## config.mk

```make
export PLATFORM = sky130hd
export DESIGN_NAME = reg_writeback
export DESIGN_NICKNAME = d
export VERILOG_FILES = /design/src/rtl/reg_writeback.sv
export SDC_FILE = /design/constraint.sdc
export NUM_CORES = 1
export LEC_CHECK = 0
export CORE_MARGIN = 2
export CORE_UTILIZATION = 40
export DETAILED_ROUTE_END_ITERATION = 7
export PLACE_DENSITY = 0.74
export SYNTH_ARGS = -nofsm -noshare
export SYNTH_HDL_FRONTEND = slang
export SYNTH_SLANG_ARGS = --single-unit
```

## constraint.sdc

```tcl
create_clock -name clk -period 7.8 [get_ports clk]
set_input_delay 1.95 -clock clk [delete_from_list [all_inputs] [get_ports clk]]
set_output_delay 1.95 -clock clk [all_outputs]
set_load 0.05 [all_outputs]
```

## src/rtl/reg_writeback.sv

```systemverilog
// reg_writeback: two-source writeback arbiter for a register file.
// Each source (ALU, LSU) owns a one-entry holding slot. A round-robin
// pointer decides which full slot reaches the registered write port when
// both are full. Pending writes in the slots and in the output stage can
// be forwarded combinationally to two read-query ports.
module reg_writeback #(
    parameter int DATA_W = 32,
    parameter int REG_W  = 5
) (
    input  logic              clk,
    input  logic              rst,

    input  logic              alu_valid,
    input  logic [REG_W-1:0]  alu_rd,
    input  logic [DATA_W-1:0] alu_data,
    output logic              alu_ready,

    input  logic              lsu_valid,
    input  logic [REG_W-1:0]  lsu_rd,
    input  logic [DATA_W-1:0] lsu_data,
    output logic              lsu_ready,

    output logic              wena,
    output logic [REG_W-1:0]  waddr,
    output logic [DATA_W-1:0] wdata,

    input  logic [REG_W-1:0]  qaddr1,
    input  logic [REG_W-1:0]  qaddr2,
    output logic              qhit1,
    output logic              qhit2,
    output logic [DATA_W-1:0] qdata1,
    output logic [DATA_W-1:0] qdata2,

    output logic              idle
);

    // Holding slots, one per source.
    logic              alu_full;
    logic [REG_W-1:0]  alu_slot_rd;
    logic [DATA_W-1:0] alu_slot_data;
    logic              lsu_full;
    logic [REG_W-1:0]  lsu_slot_rd;
    logic [DATA_W-1:0] lsu_slot_data;

    // Tie-break pointer: 0 favours the ALU, 1 favours the LSU.
    logic              rr_ptr;

    logic              alu_grant;
    logic              lsu_grant;
    logic              conflict;
    logic              alu_xfer;
    logic              lsu_xfer;

    // Grant and ready decisions from current slot state only (never from valid).
    always_comb begin
        conflict  = alu_full && lsu_full;
        alu_grant = alu_full && (!lsu_full || !rr_ptr);
        lsu_grant = lsu_full && (!alu_full ||  rr_ptr);
        alu_ready = !alu_full || alu_grant;
        lsu_ready = !lsu_full || lsu_grant;
        alu_xfer  = alu_valid && alu_ready;
        lsu_xfer  = lsu_valid && lsu_ready;
    end

    // ALU slot: fill on a transfer to a nonzero rd, drain when granted.
    // NOTE: sequential state is assigned with <= so every register samples
    // pre-edge values; a blocking = here would create order-dependent races.
    always_ff @(posedge clk or posedge rst) begin
        if (rst) begin
            alu_full      <= 1'b0;
            alu_slot_rd   <= '0;
            alu_slot_data <= '0;
        end else if (alu_xfer && alu_rd != '0) begin
            alu_full      <= 1'b1;
            alu_slot_rd   <= alu_rd;
            alu_slot_data <= alu_data;
        end else if (alu_grant) begin
            alu_full      <= 1'b0;
        end
    end

    // LSU slot: same behaviour as the ALU slot.
    always_ff @(posedge clk or posedge rst) begin
        if (rst) begin
            lsu_full      <= 1'b0;
            lsu_slot_rd   <= '0;
            lsu_slot_data <= '0;
        end else if (lsu_xfer && lsu_rd != '0) begin
            lsu_full      <= 1'b1;
            lsu_slot_rd   <= lsu_rd;
            lsu_slot_data <= lsu_data;
        end else if (lsu_grant) begin
            lsu_full      <= 1'b0;
        end
    end

    // Round-robin pointer: on a conflict, hand priority to the loser.
    always_ff @(posedge clk or posedge rst) begin
        if (rst) begin
            rr_ptr <= 1'b0;
        end else if (conflict) begin
            rr_ptr <= ~rr_ptr;
        end
    end

    // Output stage: register the granted slot; address and data hold when idle.
    always_ff @(posedge clk or posedge rst) begin
        if (rst) begin
            wena  <= 1'b0;
            waddr <= '0;
            wdata <= '0;
        end else begin
            wena <= alu_grant || lsu_grant;
            if (alu_grant) begin
                waddr <= alu_slot_rd;
                wdata <= alu_slot_data;
            end else if (lsu_grant) begin
                waddr <= lsu_slot_rd;
                wdata <= lsu_slot_data;
            end
        end
    end

    // Forwarding lookup: LSU slot, then ALU slot, then the output stage.
    // x0 never hits, so its result is always {0, 0}.
    function automatic logic [DATA_W:0] lookup(input logic [REG_W-1:0] q);
        logic [DATA_W:0] r;
        r = '0;
        if (q != '0) begin
            if (lsu_full && lsu_slot_rd == q) begin
                r = {1'b1, lsu_slot_data};
            end else if (alu_full && alu_slot_rd == q) begin
                r = {1'b1, alu_slot_data};
            end else if (wena && waddr == q) begin
                r = {1'b1, wdata};
            end
        end
        return r;
    endfunction

    // Combinational forwarding for both query ports.
    // NOTE: every output of an always_comb must be written on every path;
    // lookup() starts from a zero default so no latch can be inferred.
    always_comb begin
        {qhit1, qdata1} = lookup(qaddr1);
        {qhit2, qdata2} = lookup(qaddr2);
    end

    // Idle when nothing is held anywhere in the pipeline.
    always_comb begin
        idle = !alu_full && !lsu_full && !wena;
    end

endmodule

```

Yosys cells after proc, flatten, opt, wreduce, memory -nomap -nowiden. Index checks and enable logic that the tools add are counted.

Divide/modulo/power cells: 0. $mul: 0. Equality and inequality tests: 6. Bitwise gates (word level): 1. Shifts and indexed selects: 0. Muxes and demuxes: 16. $lt $le $gt $ge: 0. Reduce and logical (&&, ||, !) cells: 31. Add/sub/neg operators: 0.

Operator list (count): $mux W33 (8); $mux W32 (2); $eq A5 B5 Y1 (6); $reduce_bool A5 Y1 (4); $logic_and A1 B1 Y1 (15); $mux W5 (2); $reduce_bool A2 Y1 (3); $logic_or A1 B1 Y1 (5); $logic_not A1 Y1 (4); $mux W1 (4); $not A1 Y1 (1).

Input bits: 88. RAM bits: 0. Memories kept: 0. ROM bits: 0. Bits in latches: 0. Word-level logic and storage cells: 64. Bits in registers: 115. Output and inout bits: 107.

Depth between registers and ports, before layout. Gate-level depths: netlist (run 1).

Depth in word-level cells: 7. Depth in mapped cells: 7. Depth with buffers taken out: 5.

Least setup slack after synthesis (run 1). OpenSTA, ideal clock, no wires.

Path type: in2out. Start point: in qaddr2[1]. End point: out qdata2[25]. Path buffers: 2. Required time: 5.850 ns. Slack: 1.985 ns. Stages on the path: 7. Arrival time: 3.865 ns. Path through: buf_6 > xnor2_2 > nand4_1 > nor3_4 > o221ai_2 > buf_6 > o2bb2ai_1.

Word-level cells in the longest chain between the ends: 6. Elaborated cells between the ends (all ways): 11. Those cells by class: eq/ne: 3; mux: 4; reduce/logical: 4.

Ends and longest elaborated chain: from (decl) (RTL line 28) `input logic [REG_W-1:0] qaddr2,`; $eq A5 B5 Y1 (RTL line 134) `end else if (wena && waddr == q) begin`; $logic_and A1 B1 Y1 (RTL line 134); $mux W33 (RTL line 134); $mux W33 (RTL line 132) `end else if (alu_full && alu_slot_rd == q) begin`; $mux W33 (RTL line 130) `if (lsu_full && lsu_slot_rd == q) begin`; $mux W33 * (RTL line 129) `if (q != '0) begin`; to (decl) (RTL line 32) `output logic [DATA_W-1:0] qdata2,`.

Every way passes the cells marked *; elsewhere a longest branch is shown, timed or not.

Worst setup path after layout (run 1).
Start point: in qaddr2[1]. End point: out qdata2[10].

The elaborated chain is that of the path after synthesis.

==> metrics.md, run 1 <==
| Metric | Value |
|---|---|
| Synth Register Bits | around 120 |
| Clock latency on the worst-skew pair | between 0.4 and 0.5 ns |
| CP Cell Sequence | clkdlybuf4s50_1, xnor2_2, nand4_1, nor3_4, buf_4, mux2i_1, o2bb2ai_1, clkdlybuf4s50_1 |
| Crit-path slowest cell | clkdlybuf4s50_1 |
| Worst EP required | 5.85 ns |
| Nets | ~800 |
| Final hold viol count | 0 |
| Share of cells above drive strength 1 | about a fifth |
| Primary FF master, synth | dfrtp_1 |
| Die H | about 130 um |
| Vias | 5345 |
| Post-CTS setup repair buffer count | 0 |
| Worst-path maximum fanout | 33 |
| DPL Wire Length | roughly 13000 um |
| FFs w/ async S/R, synth | 100% |
| Die Width | roughly 130 um |
| Clk_skew | ~0.0072 ns |
| Setup crit end kind | output port |
| Hold Buf Count CTS | 0 |
| RSZ-0062 raised after global routing | no |
| CP arrival | ~5.1 ns |
| Synth Instances | roughly 540 |
| Via/cell ratio | between 5 and 6 |
| Largest net degree at the start of global routing | slightly above 60 |
| Worst-path clk slew | roughly 0.05 ns |
| Synthesized cell area | 6500 sq um |
| Slew Limit Fails | 0 |
| GRT Util Overall | between 20% and 30% |
| Max_cap viols | 0 |
| Drt first pass iters | 4 |
| Per-cell routed wire length | a little over 20 um |
| Row count | 46 |
| Antenna Diode Count | 0 |
| Htree depth | 4 |
| Syn Area/Cell | approximately 12 sq um |
| FILL cells | roughly 1.3k |
| Post-DRT Antenna Nets | 0 |
| Crit path launch type | primary input |
| Most used cell, CP | clkdlybuf4s50_1 |
| VDD IR max | roughly 0.2 mV |
| EDFF count, synth | 0 |
| Synth area leader | dfrtp_1 |
| Overflow after GRT | 0 |
| Vias in the first global route | between 5k and 6k |
| Core Area | 15900 sq um |
| Total power per unit cell area | approximately 380 nW/um^2 |
| Placer Congestion | between 0.8 and 0.9 |
| Slew HR | 24.4% |
| Final wirelength | between 15000 and 20000 um |
| Initial DRC count | roughly 270 |
| Final Cycle Share | 90.0% |
| Die ar. | ~17000 sq um |
| Critical path type | primary input to output port |
| Initial antenna violation count | 0 |
| Status | complete, no violations |
| Post-route setup TNS | 0 ns |
| Worst path max stage delay | around 0.85 ns |
| Global-route wire length before repair | 31300 um |
| Yosys warning total | 0 |
| Part of the Yosys area used for sequential elements | approximately 44% |
| Cell variety after synth | 31 |
| Cts bufs inserted | 17 |
| CTS tree | built |
| Clock tree buffer depth | 2 |
| DRC | 0 |
| Syn nets | 629 |
| Synth top area cells | dfrtp_1 (44%), mux2i_1 (12%), mux2_2 (9.4%), o2bb2ai_1 (6.1%), o2bb2ai_2 (4.4%) |
| P&R area growth vs syn | 41.0% |
| Actual slew at the worst max-slew pin | approximately 1.1 ns |
| Maximum clock rate | 142 MHz |
| Final setup viols | 0 |
| CTS sink cnt | between 100 and 150 |
| Core Util, Final | approximately 58% |
| Worst Hold Class | register to register |
| Root Driver | clkbuf_16 |
| CTS-repair resized insts | 0 |
| Initial Util | about 41% |
| Port Buffer Count | between 150 and 200 |
| IO Pins | approximately 200 |
| Leakage | between 0.003 and 0.004 uW |
| Yosys top cell area share | between 40 and 50% |
| Period minus WS final | ~7.0 ns |
[critical path: cells and delay by family]
kind | cells | cell delay [ns]
xor+xnor | 1 | 0.16
compound gates | 1 | 0.23
simple gates | 2 | 0.41
mux | 1 | 0.16
buf+inv | 3 | 2.14
[sequential cells by signal, indices dropped and copies added (netlist names)]
name,count
alu_slot_data,32
alu_full,1
wena,1
alu_slot_rd,5
wdata,32
waddr,5
lsu_slot_rd,5
rr_ptr,1
lsu_full,1
lsu_slot_data,32
[synthesized netlist by cell type, types with 11 or more instances]
library cell,instances
nor2_1,51
xor2_1,18
mux2_1,18
xnor2_1,11
dfrtp_1,115
mux2_2,54
o221a_2,15
mux2i_1,79
o2bb2ai_1,45
o2bb2ai_2,19
o22ai_1,22
buf_2,17
nand2_1,22
[layout make-up]
type / count / area (sq um) / share of cell area, %
flip-flops and latches: 115 / 2880 / 31.4
inverters: 2 / 10.0 / 0.109
repair buffers: 205 / 2050 / 22.3
multi-input cells: 383 / 3390 / 37.0
clock buffers: 21 / 460 / 5.02
well taps: 216 / 270 / 2.95
clock inverters: 11 / 110 / 1.20
[layout by cell type, fill, tap and decap left out, types with 3 or more instances in the layout]
cell type / netlist / routed
mux2_2: 54 / 54
o2bb2ai_1: 45 / 45
xor2_1: 18 / 18
o221a_2: 15 / 15
dfrtp_1: 115 / 115
nor2_1: 51 / 49
o22ai_1: 22 / 22
clkdlybuf4s50_1: 0 / 194
o2bb2ai_2: 19 / 19
or4_1: 4 / 4
buf_4: 8 / 9
xnor2_1: 11 / 11
clkinv_2: 0 / 7
nand3_1: 3 / 3
mux2i_1: 79 / 79
nor4_1: 4 / 4
clkbuf_16: 0 / 17
mux2_1: 18 / 18
nand2_1: 22 / 22
[layer usage]
layer  part of all wire (%)  track usage [%]  wire length (um)
met2                     50             38.0              9720
met5                      0                0                 0
met3                    5.7             5.75              1120
met4                    1.5             7.55               297
met1                     43             29.2              8420
[worst paths after layout]
kind,start,endpoint,slack [ns],depth (start not counted)
max,qaddr2[1],qdata2[10],0.78,8
min,lsu_slot_data[7],lsu_slot_data[7],0.55,1
max reg2reg,lsu_full,waddr[3],5.37,4
min reg2reg,lsu_slot_data[7],lsu_slot_data[7],0.55,1
max in group asynchronous,rst,alu_slot_rd[2],4.51,3
min in group asynchronous,rst,lsu_slot_data[30],2.03,2
[metrics by stage]
step | power, uW | hold slack (ns) | area (sq um) | instances | setup WS (ns)
2_1_floorplan | 2210 | 0.495 | 6500 | 541 | 1.99
3_3_place_gp | 2740 | 0.534 | 8600 | 921 | 0.853
3_5_place_dp | 2780 | 0.542 | 8600 | 921 | 0.789
4_1_cts | 3550 | 0.556 | 9170 | 953 | 0.790
5_1_grt | 3700 | 0.582 | 9170 | 953 | 0.667
6_report | 3530 | 0.551 | 9170 | 953 | 0.782
[logic make-up after synthesis]
kind of cell	count (synthesis)	synth area share, %
muxes	151	24.6
DFF	115	44.3
AOI/OAI and AO/OA	110	16.4
and+or+nand+nor	92	6.37
buffers and inverters	43	4.19
xor gates and xnor gates	30	4.16
[power breakdown]
group	total, uW	internal (uW)	switching [uW]
registers	1080	807	272
clock network	745	482	263
logic	1710	654	1050
Note: power is estimated with default switching activity, not from simulation.
==> run 2: changes to the inputs <==
- CTS_BUF_LIST: not set -> sky130_fd_sc_hd__clkbuf_16
- RECOVER_POWER: not set -> 100
==> run 2 against run 1 <==
Effect of this change:
- the flow now finishes with violations (max-capacitance violations, max-slew violations)
- via count increased by 0.21%
- sequential share of layout area increased by 0.17 points
- worst hold slack improved by 0.0012 ns
- register-to-register slack got worse by 1.0 ns
- non-clock buffer count unchanged
- design area decreased by 0.55%
- clock skew increased by 0.0018 ns
- sequential power about the same
- power decreased by 2.3%
- largest cell class unchanged
- largest power group unchanged
- highest routed layer unchanged
==> metrics.md, run 2 (synthesis gave the netlist of run 1 again) <==
| Metric | Value |
|---|---|
| Status | finished, violations left |
| Violated checks | max-capacitance violations, max-slew violations |
| GRT Util Overall | 22.9% (about the same) |
| DRC | 0 (unchanged) |
| Slew Limit Fails | 208 (+208) |
| Die Width | 132 um (unchanged) |
| Leading cell type in the layout, fill and taps excluded | dfrtp_1 |
| CTS sink cnt | 115 (unchanged) |
| CTS-repair resized insts | 0 (unchanged) |
| Setup crit end kind | output port |
| Row count | 46 (unchanged) |
| Clk_skew | 0.00899 ns (+0.00178 ns) |
| FF/Latch Area | 2880 sq um (unchanged) |
| Final Cycle Share | 93.5% (+3.6 points) |
| Leakage | 0.00361 uW (+4.9%) |
| Global-route wire length before repair | 31300 um (about the same) |
| Tot Pwr | 3450 uW (-2.3%) |
| Root Driver | clkbuf_16 |
| Overflow after GRT | 0 (unchanged) |
| Initial Util | 40.9% (unchanged) |
| CP Cell Sequence | clkdlybuf4s50_1, xor2_1, nor4_1, nand3_1, nor2_2, buf_12, o2bb2ai_2, dlygate4sd3_1 |
| Clock latency on the worst-skew pair | 0.41 ns (about the same) |
| Die ar. | 17300 sq um (unchanged) |
| Placer Congestion | 0.890 (unchanged) |
| Final setup viols | 0 (unchanged) |
| Worst-path clk slew | 0.05 ns (about the same) |
| Most frequent cells in the layout | dfrtp_1 (115), dlygate4sd3_1 (104), clkdlybuf4s50_1 (90) |
| Area taken by multi-input logic gates | 3380 sq um (-0.29%) |
| Antenna Diode Count | 0 (unchanged) |
| Post-DRT Antenna Nets | 0 (unchanged) |
| IO Pins | 195 (unchanged) |
| Worst-path maximum fanout | 18 (-45%) |
| Hold Buf Count CTS | 0 (unchanged) |
| Max_cap viols | 5 (+5) |
| WHS | 0.553 ns (+0.00123 ns) |
| RSZ-0062 raised after global routing | no |
| CTS tree | built |
| Worst path max stage delay | 0.94 ns (+0.09 ns) |
| Final wirelength | 19500 um (-0.28%) |
| Post-route setup TNS | 0 ns (unchanged) |
| Crit path launch type | primary input |
| Nets | 812 (unchanged) |
| Critical path type | primary input to output port |
| Biggest regs | alu_slot_data: 32 flops, lsu_slot_data: 32 flops, wdata: 32 flops |
| Via/cell ratio | 5.62 (+0.21%) |
| Core Util, Final | 57.4% (-0.32 points) |
| Actual slew at the worst max-slew pin | 2.94 ns (+1.81 ns) |
| Worst Setup SP | qaddr2[1] |
| Port Buffer Count | 194 (unchanged) |
| DPL Wire Length | 13500 um (unchanged) |
| P&R area growth vs syn | 40.3% |
| Largest net degree at the start of global routing | 62 (unchanged) |
| Initial DRC count | 271 (unchanged) |
| Final hold viol count | 0 (unchanged) |
| Crit-path slowest cell | dlygate4sd3_1 |
| Drt first pass iters | 5 (+1) |
| FF-to-FF End | lsu_slot_data[29] |
| Vias in the first global route | 5643 (+0.14%) |
| CP arrival | 5.35 ns (+0.28 ns) |
| Worst Hold Class | register to register |
| Period minus WS final | 7.30 ns (+0.278 ns) |
| Reg2reg path depth | 5 (+1) |
| Worst EP required | 5.85 ns (about the same) |
| Total power per unit cell area | 378 nW/um^2 (-1.8%) |
| Htree depth | 4 (unchanged) |
| Worst R2R Setup Slack | 4.33 ns (-1.04 ns) |
| VDD IR max | 0.204 mV (+0.14%) |
| Initial antenna violation count | 0 (unchanged) |
| Worst R2R Start | lsu_full |
| Core Area | 15900 sq um (unchanged) |
| Worst setup path endpoint | qdata2[12] |
| FILL cells | 1339 (+0.83%) |
| Post-CTS setup repair buffer count | 0 (unchanged) |
| Slew HR | -96.2% (-120 points) |
| Maximum clock rate | 137 MHz (-3.8%) |
| Share of cells above drive strength 1 | 17.9% (-1.2 points) |
| Clock tree buffer depth | 2 (unchanged) |
| Per-cell routed wire length | 20.5 um (-0.28%) |
| Die H | 132 um (unchanged) |
| Vias | 5356 (+0.21%) |
| Cts bufs inserted | 17 (unchanged) |
## run 2: cell count changes in the layout (fill, tap and decap cells not counted)
| cell | before | now |
|---|---|---|
| nor2_4 | 2 | 0 |
| clkdlybuf4s50_1 | 194 | 90 |
| dlygate4sd3_1 | 0 | 104 |
| clkinv_1 | 0 | 2 |
| clkbuf_8 | 2 | 0 |
| or2_0 | 0 | 2 |
| inv_1 | 0 | 2 |
| or2_2 | 2 | 0 |
| clkbuf_1 | 2 | 5 |
| inv_4 | 1 | 0 |
| buf_4 | 9 | 4 |
| nor2_2 | 0 | 2 |
| clkinvlp_2 | 0 | 1 |
## run 2: layout make-up
type | instances | share of cell area [%]
multi-input cells | 383 | 37.1
well taps | 216 | 2.96
flip-flops and latches | 115 | 31.6
clock buffers | 17 | 4.66
clock inverters | 15 | 1.37
repair buffers | 205 | 22.3
inverters | 2 | 0.0960
## run 2: worst max-delay path: cells and delay by family
| kind | cells | cell delay [ns] |
|---|---|---|
| XOR/XNOR | 1 | 0.25 |
| AND/OR/NAND/NOR | 3 | 1.17 |
| AO/OA/AOI/OAI | 1 | 0.11 |
| buffers and inverters | 3 | 1.84 |
## run 2: where the power goes
part / leakage [uW] / switching, uW / internal, uW
Sequential: 0.00133 / 268 / 807
Combinational: 0.00201 / 1050 / 600
Clock: 0.000279 / 265 / 459
Total: 0.00361 / 1580 / 1870
## run 2: worst min path at each step
| stage | start | to | slack [ns] | cells past startpoint |
|---|---|---|---|---|
| after detailed placement | rr_ptr | rr_ptr | 0.54 | 2 |
| after CTS | rr_ptr | rr_ptr | 0.56 | 2 |
| final | lsu_slot_data[7] | lsu_slot_data[7] | 0.55 | 1 |
| after global placement | rr_ptr | rr_ptr | 0.53 | 2 |
| after floorplan | rr_ptr | rr_ptr | 0.49 | 2 |
| after global routing | lsu_slot_data[6] | lsu_slot_data[6] | 0.58 | 1 |
## run 2: through the flow
step                instances  setup WS, ns  cell area (sq um)
global route              953         0.396               9120
global placement          921         0.853               8600
detailed placement        921         0.789               8600
finish                    953         0.504               9120
CTS                       953         0.790               9150
floorplan                 541          1.99               6500
## run 2: per-layer routing
metal	global-route usage, %	routed length (um)	up-vias
met2	38.0	9630	214
met3	5.79	1150	25
met5	0	0	-
li1	-	-	2406
met1	29.2	8440	2711
met4	7.55	292	0
==> run 3: changes to the inputs <==
- CORE_ASPECT_RATIO: not set -> 1.5
- CORE_UTILIZATION: 40 -> 50
- GPL_TIMING_DRIVEN: not set -> 1
- PLACE_DENSITY: 0.74 -> 0.88
==> run 3 against run 2 <==
Effect of this change:
- the flow still finishes with violations (max-capacitance violations, max-slew violations)
- first-iteration DRC count up 13%
- sequential share of layout area up 0.24 points
- die area down 19%
- critical path type unchanged
- via count up 3.7%
- power up 0.34%
- largest power group unchanged
- clock-buffer cell count unchanged
- wire length up 1.4%
- clock power about the same
- critical path depth unchanged
- flip-flop and latch count unchanged
==> metrics.md, run 3 (synthesis gave the netlist of run 1 again) <==
| Metric | Value |
|---|---|
| Root Driver | clkbuf_16 |
| Max_cap viols | 5 (unchanged) |
| Clock latency on the worst-skew pair | 0.41 ns (about the same) |
| Worst path max stage delay | 0.96 ns (+0.02 ns) |
| Drt first pass iters | 5 (unchanged) |
| Clock tree buffer depth | 2 (unchanged) |
| Area taken by multi-input logic gates | 3390 sq um (+0.15%) |
| Slew Limit Fails | 221 (+6.3%) |
| Vias in the first global route | 5833 (+3.4%) |
| DRC | 0 (unchanged) |
| Worst path top cell family by delay | buffers and inverters |
| Worst-path clk slew | 0.05 ns (about the same) |
| Nets | 813 (+0.12%) |
| Worst Hold Class | register to register |
| FF/Latch Area | 2880 sq um (unchanged) |
| CTS tree | built |
| Core Area | 12800 sq um (-19%) |
| Final Cycle Share | 95.2% (+1.7 points) |
| Initial antenna violation count | 0 (unchanged) |
| Post-CTS setup repair buffer count | 0 (unchanged) |
| FILL cells | 894 (-33%) |
| DPL Wire Length | 13400 um (-0.99%) |
| WP buf/inv | 3 (unchanged) |
| Initial Util | 50.7% (+9.8 points) |
| Placer Congestion | 0.918 (+3.2%) |
| Overflow after GRT | 0 (unchanged) |
| Htree depth | 4 (unchanged) |
| Leading cell type in the layout, fill and taps excluded | dfrtp_1 |
| Die ar. | 14000 sq um (-19%) |
| Actual slew at the worst max-slew pin | 2.56 ns (-0.378 ns) |
| Worst R2R Setup Slack | 3.62 ns (-0.71 ns) |
| Most frequent cells in the layout | dfrtp_1 (115), dlygate4sd3_1 (104), clkdlybuf4s50_1 (90) |
| Initial DRC count | 306 (+13%) |
| Core Util, Final | 70.6% (+13 points) |
| Setup crit end kind | output port |
| GRT Util Overall | 28.3% (+5.4 points) |
| Dpl ws | 0.591 ns (-0.198 ns) |
| Vias | 5555 (+3.7%) |
| Largest net degree at the start of global routing | 65 (+4.8%) |
| Status | finished, violations left |
| Crit path launch type | primary input |
| Maximum clock rate | 135 MHz (-1.7%) |
| Antenna Diode Count | 0 (unchanged) |
| Hold Buf Count CTS | 0 (unchanged) |
| VDD IR max | 0.281 mV (+38%) |
| IO Pins | 195 (unchanged) |
| CTS-repair resized insts | 0 (unchanged) |
| Violated checks | max-capacitance violations, max-slew violations |
| Row count | 51 (+11%) |
| Period minus WS final | 7.43 ns (+0.130 ns) |
| Crit-path slowest cell | nor2_2 |
| Via/cell ratio | 6.20 (+10%) |
| Total power per unit cell area | 382 nW/um^2 (+1.1%) |
| Die Width | 97.1 um (-26%) |
| CP arrival | 5.48 ns (+0.13 ns) |
| Per-cell routed wire length | 22.1 um (+7.8%) |
| Cts bufs inserted | 17 (unchanged) |
| Worst-path maximum fanout | 18 (unchanged) |
| Final wirelength | 19800 um (+1.4%) |
| Biggest regs | alu_slot_data: 32 flops, lsu_slot_data: 32 flops, wdata: 32 flops |
| Port Buffer Count | 194 (unchanged) |
| Post-DRT Antenna Nets | 0 (unchanged) |
| Worst EP required | 5.85 ns (about the same) |
| Slew HR | -70.9% (+25 points) |
| Post-route setup TNS | 0 ns (unchanged) |
| RSZ-0062 raised after global routing | no |
| Share of cells above drive strength 1 | 18.5% (+0.54 points) |
| Die H | 144 um (+9.3%) |
| CP Cell Sequence | clkdlybuf4s50_1, xor2_1, nor4_1, nand3_1, nor2_2, buf_12, o2bb2ai_2, dlygate4sd3_1 |
| Leakage | 0.00362 uW (+0.15%) |
| CTS sink cnt | 115 (unchanged) |
| P&R area growth vs syn | 39.2% |
| Clk_skew | 0.00971 ns (+0.000721 ns) |
| Critical path type | primary input to output port |
| Worst setup margin | 0.375 ns (-0.130 ns) |
| Final setup viols | 0 (unchanged) |
| Global-route wire length before repair | 31000 um (-1.1%) |
| Final hold viol count | 0 (unchanged) |
-- run 3: area by class of cell --
class	count	area share (%)
multi-input cells	383	37.4
flip-flops and latches	115	31.8
repair buffers	206	22.4
clock buffers	17	4.70
well taps	159	2.20
clock inverters	14	1.37
inverters	2	0.0967
-- run 3: worst register-to-register path, stage by stage (launching register included) --
cell      delay (ns)
dfrtp_1         1.10
nand2_1         0.17
or2_2           0.38
o211ai_1        0.12
clkbuf_1        1.78
mux2_2          0.51
-- run 3: path summary, 6_finish.rpt --
kind                                  start                 to  cells past startpoint
max                               qaddr2[1]         qdata2[24]                      8
min reg2reg                lsu_slot_data[1]   lsu_slot_data[1]                      1
min                        lsu_slot_data[1]   lsu_slot_data[1]                      1
min in group asynchronous               rst  alu_slot_data[23]                      2
max reg2reg                        lsu_full  lsu_slot_data[22]                      5
max in group asynchronous               rst  lsu_slot_data[19]                      3
-- run 3: power by group --
part / switching (uW) / internal (uW)
clock: 267 / 459
sequential: 285 / 807
combinational: 1040 / 603
-- run 3: metal layers --
metal  part of all wire, %  wire length, um  GRT usage (%)
met5                     0                0              0
met4                   4.2              837           15.9
met3                   6.0             1200           6.18
met2                    54            10700           50.9
met1                    36             7090           30.9
-- run 3: through the flow --
stage                     hold WS [ns]  instance area [sq um]  power [uW]  std cells
after detailed placement         0.546                   8520        2780        865
after CTS                        0.562                   9070        3520        896
after floorplan                  0.495                   6500        2210        541
after global placement           0.531                   8520        2730        865
after global routing             0.572                   9050        3610        896
final                            0.563                   9050        3460        896
==> variant (config.mk and constraints of run 2) <==
Set the parameter `DATA_W` to 64 (it was 32).
--- a/src/rtl/reg_writeback.sv
+++ b/src/rtl/reg_writeback.sv
@@ -5,5 +5,5 @@
 // be forwarded combinationally to two read-query ports.
 module reg_writeback #(
-    parameter int DATA_W = 32,
+    parameter int DATA_W = 64,
     parameter int REG_W  = 5
 ) (
Ports: changed (5 resized); port bits go from 195 to 355. No check against the original RTL was run, so the function may have changed too.
==> variant against run 2 <==
  * The flow still finishes with violations (capacitance limit, slew limit)
  * Design area grew 74%
  * Worst setup slack gained 0.019 ns
  * Sequential cell count grew 96
  * Area after synthesis grew 78%
  * Combinational power grew 76%
  * Sequential share of layout area grew 1.7 points
  * Power grew 70%
  * Maximum frequency grew 0.26%
  * Critical path depth is the same
  * Wire length grew 95%
  * Critical path type unchanged
  * Largest power group unchanged
  * Highest routed layer unchanged
==> variant: results (changes against run 2) <==
[finish]
final_nets = 1440  ; was 812
nFillCells = 2479  ; was 1339
reg.largest.list = alu_slot_data (64), lsu_slot_data (64), wdata (64)  ; was alu_slot_data (32), lsu_slot_data (32), wdata (32)
drive_gt1_frac = 0.1487  ; was 0.1791

[flow_run]
drv_cap = 8  ; was 5

[drt]
vias_per_cell = 5.639  ; was 5.620

[timing]
skew_ns = 0.009068  ; was 0.008986 ns
hold_slack_ns = 0.5231  ; was 0.5525 ns
slew_violations = 397  ; was 208
worstMarginPinSlew_ns = 4.122  ; was 2.942 ns

[power_and_ir_drop]
p_leak_nw = 6.303  ; was 3.614 nW
vdd_ir_drop_max_v = 0.0001858  ; was 0.0002038 V

[setup_path]
crit_path_max_fanout = 32  ; was 18
cp_data_arrival_time_ns = 5.33  ; was 5.35 ns
r2r_end = lsu_slot_data[33]$_DFFE_PP0P_  ; was lsu_slot_data[29]$_DFFE_PP0P_
r2r_slack_ns = 2.45  ; was 4.33 ns

[run_status]
violations = capacitance limit, slew limit  ; unchanged
outcome = finished, violations left  ; unchanged

[synth]
synth_area_per_cell_um2 = 11.97  ; was 12.02 µm²
synth_area_leaders = dfrtp_1, mux2i_1, mux2_2  ; unchanged

[cts]
clock_path_buffers = 3  ; was 2
cts_buffers = 25  ; was 17

[global_route]
grt_pass1_wl_um = 58510  ; was 31330 µm

[placed_design]
dp_cells = 1645  ; was 921
dp_hpwl_um = 24590  ; was 13490 µm

[min_path]
min-delay-start = lsu_slot_data[33]$_DFFE_PP0P_  ; was lsu_slot_data[7]$_DFFE_PP0P_
holdPathEnd = wdata[33]$_DFFE_PP0P_  ; was lsu_slot_data[7]$_DFFE_PP0P_

[variant: changes by cell type in the layout (fill, tap and decap cells not counted), moves of 43 or more]
| cell | before | now |
|---|---|---|
| mux2_2 | 54 | 111 |
| dfrtp_1 | 115 | 211 |
| o2bb2ai_1 | 45 | 106 |
| clkdlybuf4s50_1 | 90 | 150 |
| mux2i_1 | 79 | 130 |
| nand2_1 | 22 | 65 |
| dlygate4sd3_1 | 104 | 193 |
[variant: metal layers]
| metal | vias to the layer above | wire (µm) | track usage |
|---|---|---|---|
| met3 | 68 | 2343 | 0.04265 |
| met4 | 0 | 1226 | 0.08929 |
| met5 | - | 0 | 0 |
| li1 | 4283 | - | - |
| met1 | 4832 | 15750 | 0.3089 |
| met2 | 363 | 18710 | 0.4235 |
[variant: cells by family (layout without fill, tap and decap cells)]
| kind of cell | Yosys count | count (layout) | synth area share |
|---|---|---|---|
| and+or+nand+nor | 169 | 169 | 0.06080 |
| AOI/OAI and AO/OA | 207 | 207 | 0.1640 |
| buffers and inverters | 83 | 422 | 0.05096 |
| xor gates and xnor gates | 30 | 30 | 0.02272 |
| other | 0 | 4 | 0 |
| muxes | 266 | 266 | 0.2449 |
| DFF | 211 | 211 | 0.4566 |
[variant: how the worst max path moves through the flow]
stage | from | end | slack [ns] | cells past startpoint
5_1_grt | qaddr1[1] | qdata1[3] | 0.30 | 8
6_report | qaddr1[1] | qdata1[52] | 0.52 | 8
3_5_place_dp | qaddr2[2] | qdata2[33] | 0.74 | 6
2_1_floorplan | rst | alu_full$_DFFE_PP0P_ | 0.08 | 1
4_1_cts | qaddr2[1] | qdata2[33] | 0.72 | 8
3_3_place_gp | qaddr2[2] | qdata2[28] | 0.79 | 6
[variant: critical path, stage by stage]
cell             delay, ns
clkdlybuf4s50_1       0.51
xor2_1                0.19
nor4_1                0.36
nand3_1               0.27
nor2_4                0.16
clkbuf_2              0.74
o2bb2ai_1             0.21
dlygate4sd3_1         0.90
[variant: report_power, final]
part,switching (mW),internal (mW)
sequential,0.433,1.48
combinational,1.92,0.997
clock,0.450,0.576
[variant: layout make-up]
cell class,count,area share
repair buffers,374,0.2309
clock buffers,25,0.03939
multi-input cells,672,0.3603
well taps,384,0.03026
clock inverters,19,0.005043
diodes,4,0.0006303
flip-flops and latches,211,0.3325
inverters,4,0.0009455
[variant: stage by stage]
| step | setup WS (ns) | instance area, µm² |
|---|---|---|
| 6_report | 0.5236 | 15880 |
| 5_1_grt | 0.2966 | 15880 |
| 2_1_floorplan | 0.08411 | 11560 |
| 3_5_place_dp | 0.7397 | 15240 |
| 4_1_cts | 0.7194 | 15940 |
| 3_3_place_gp | 0.7869 | 15240 |
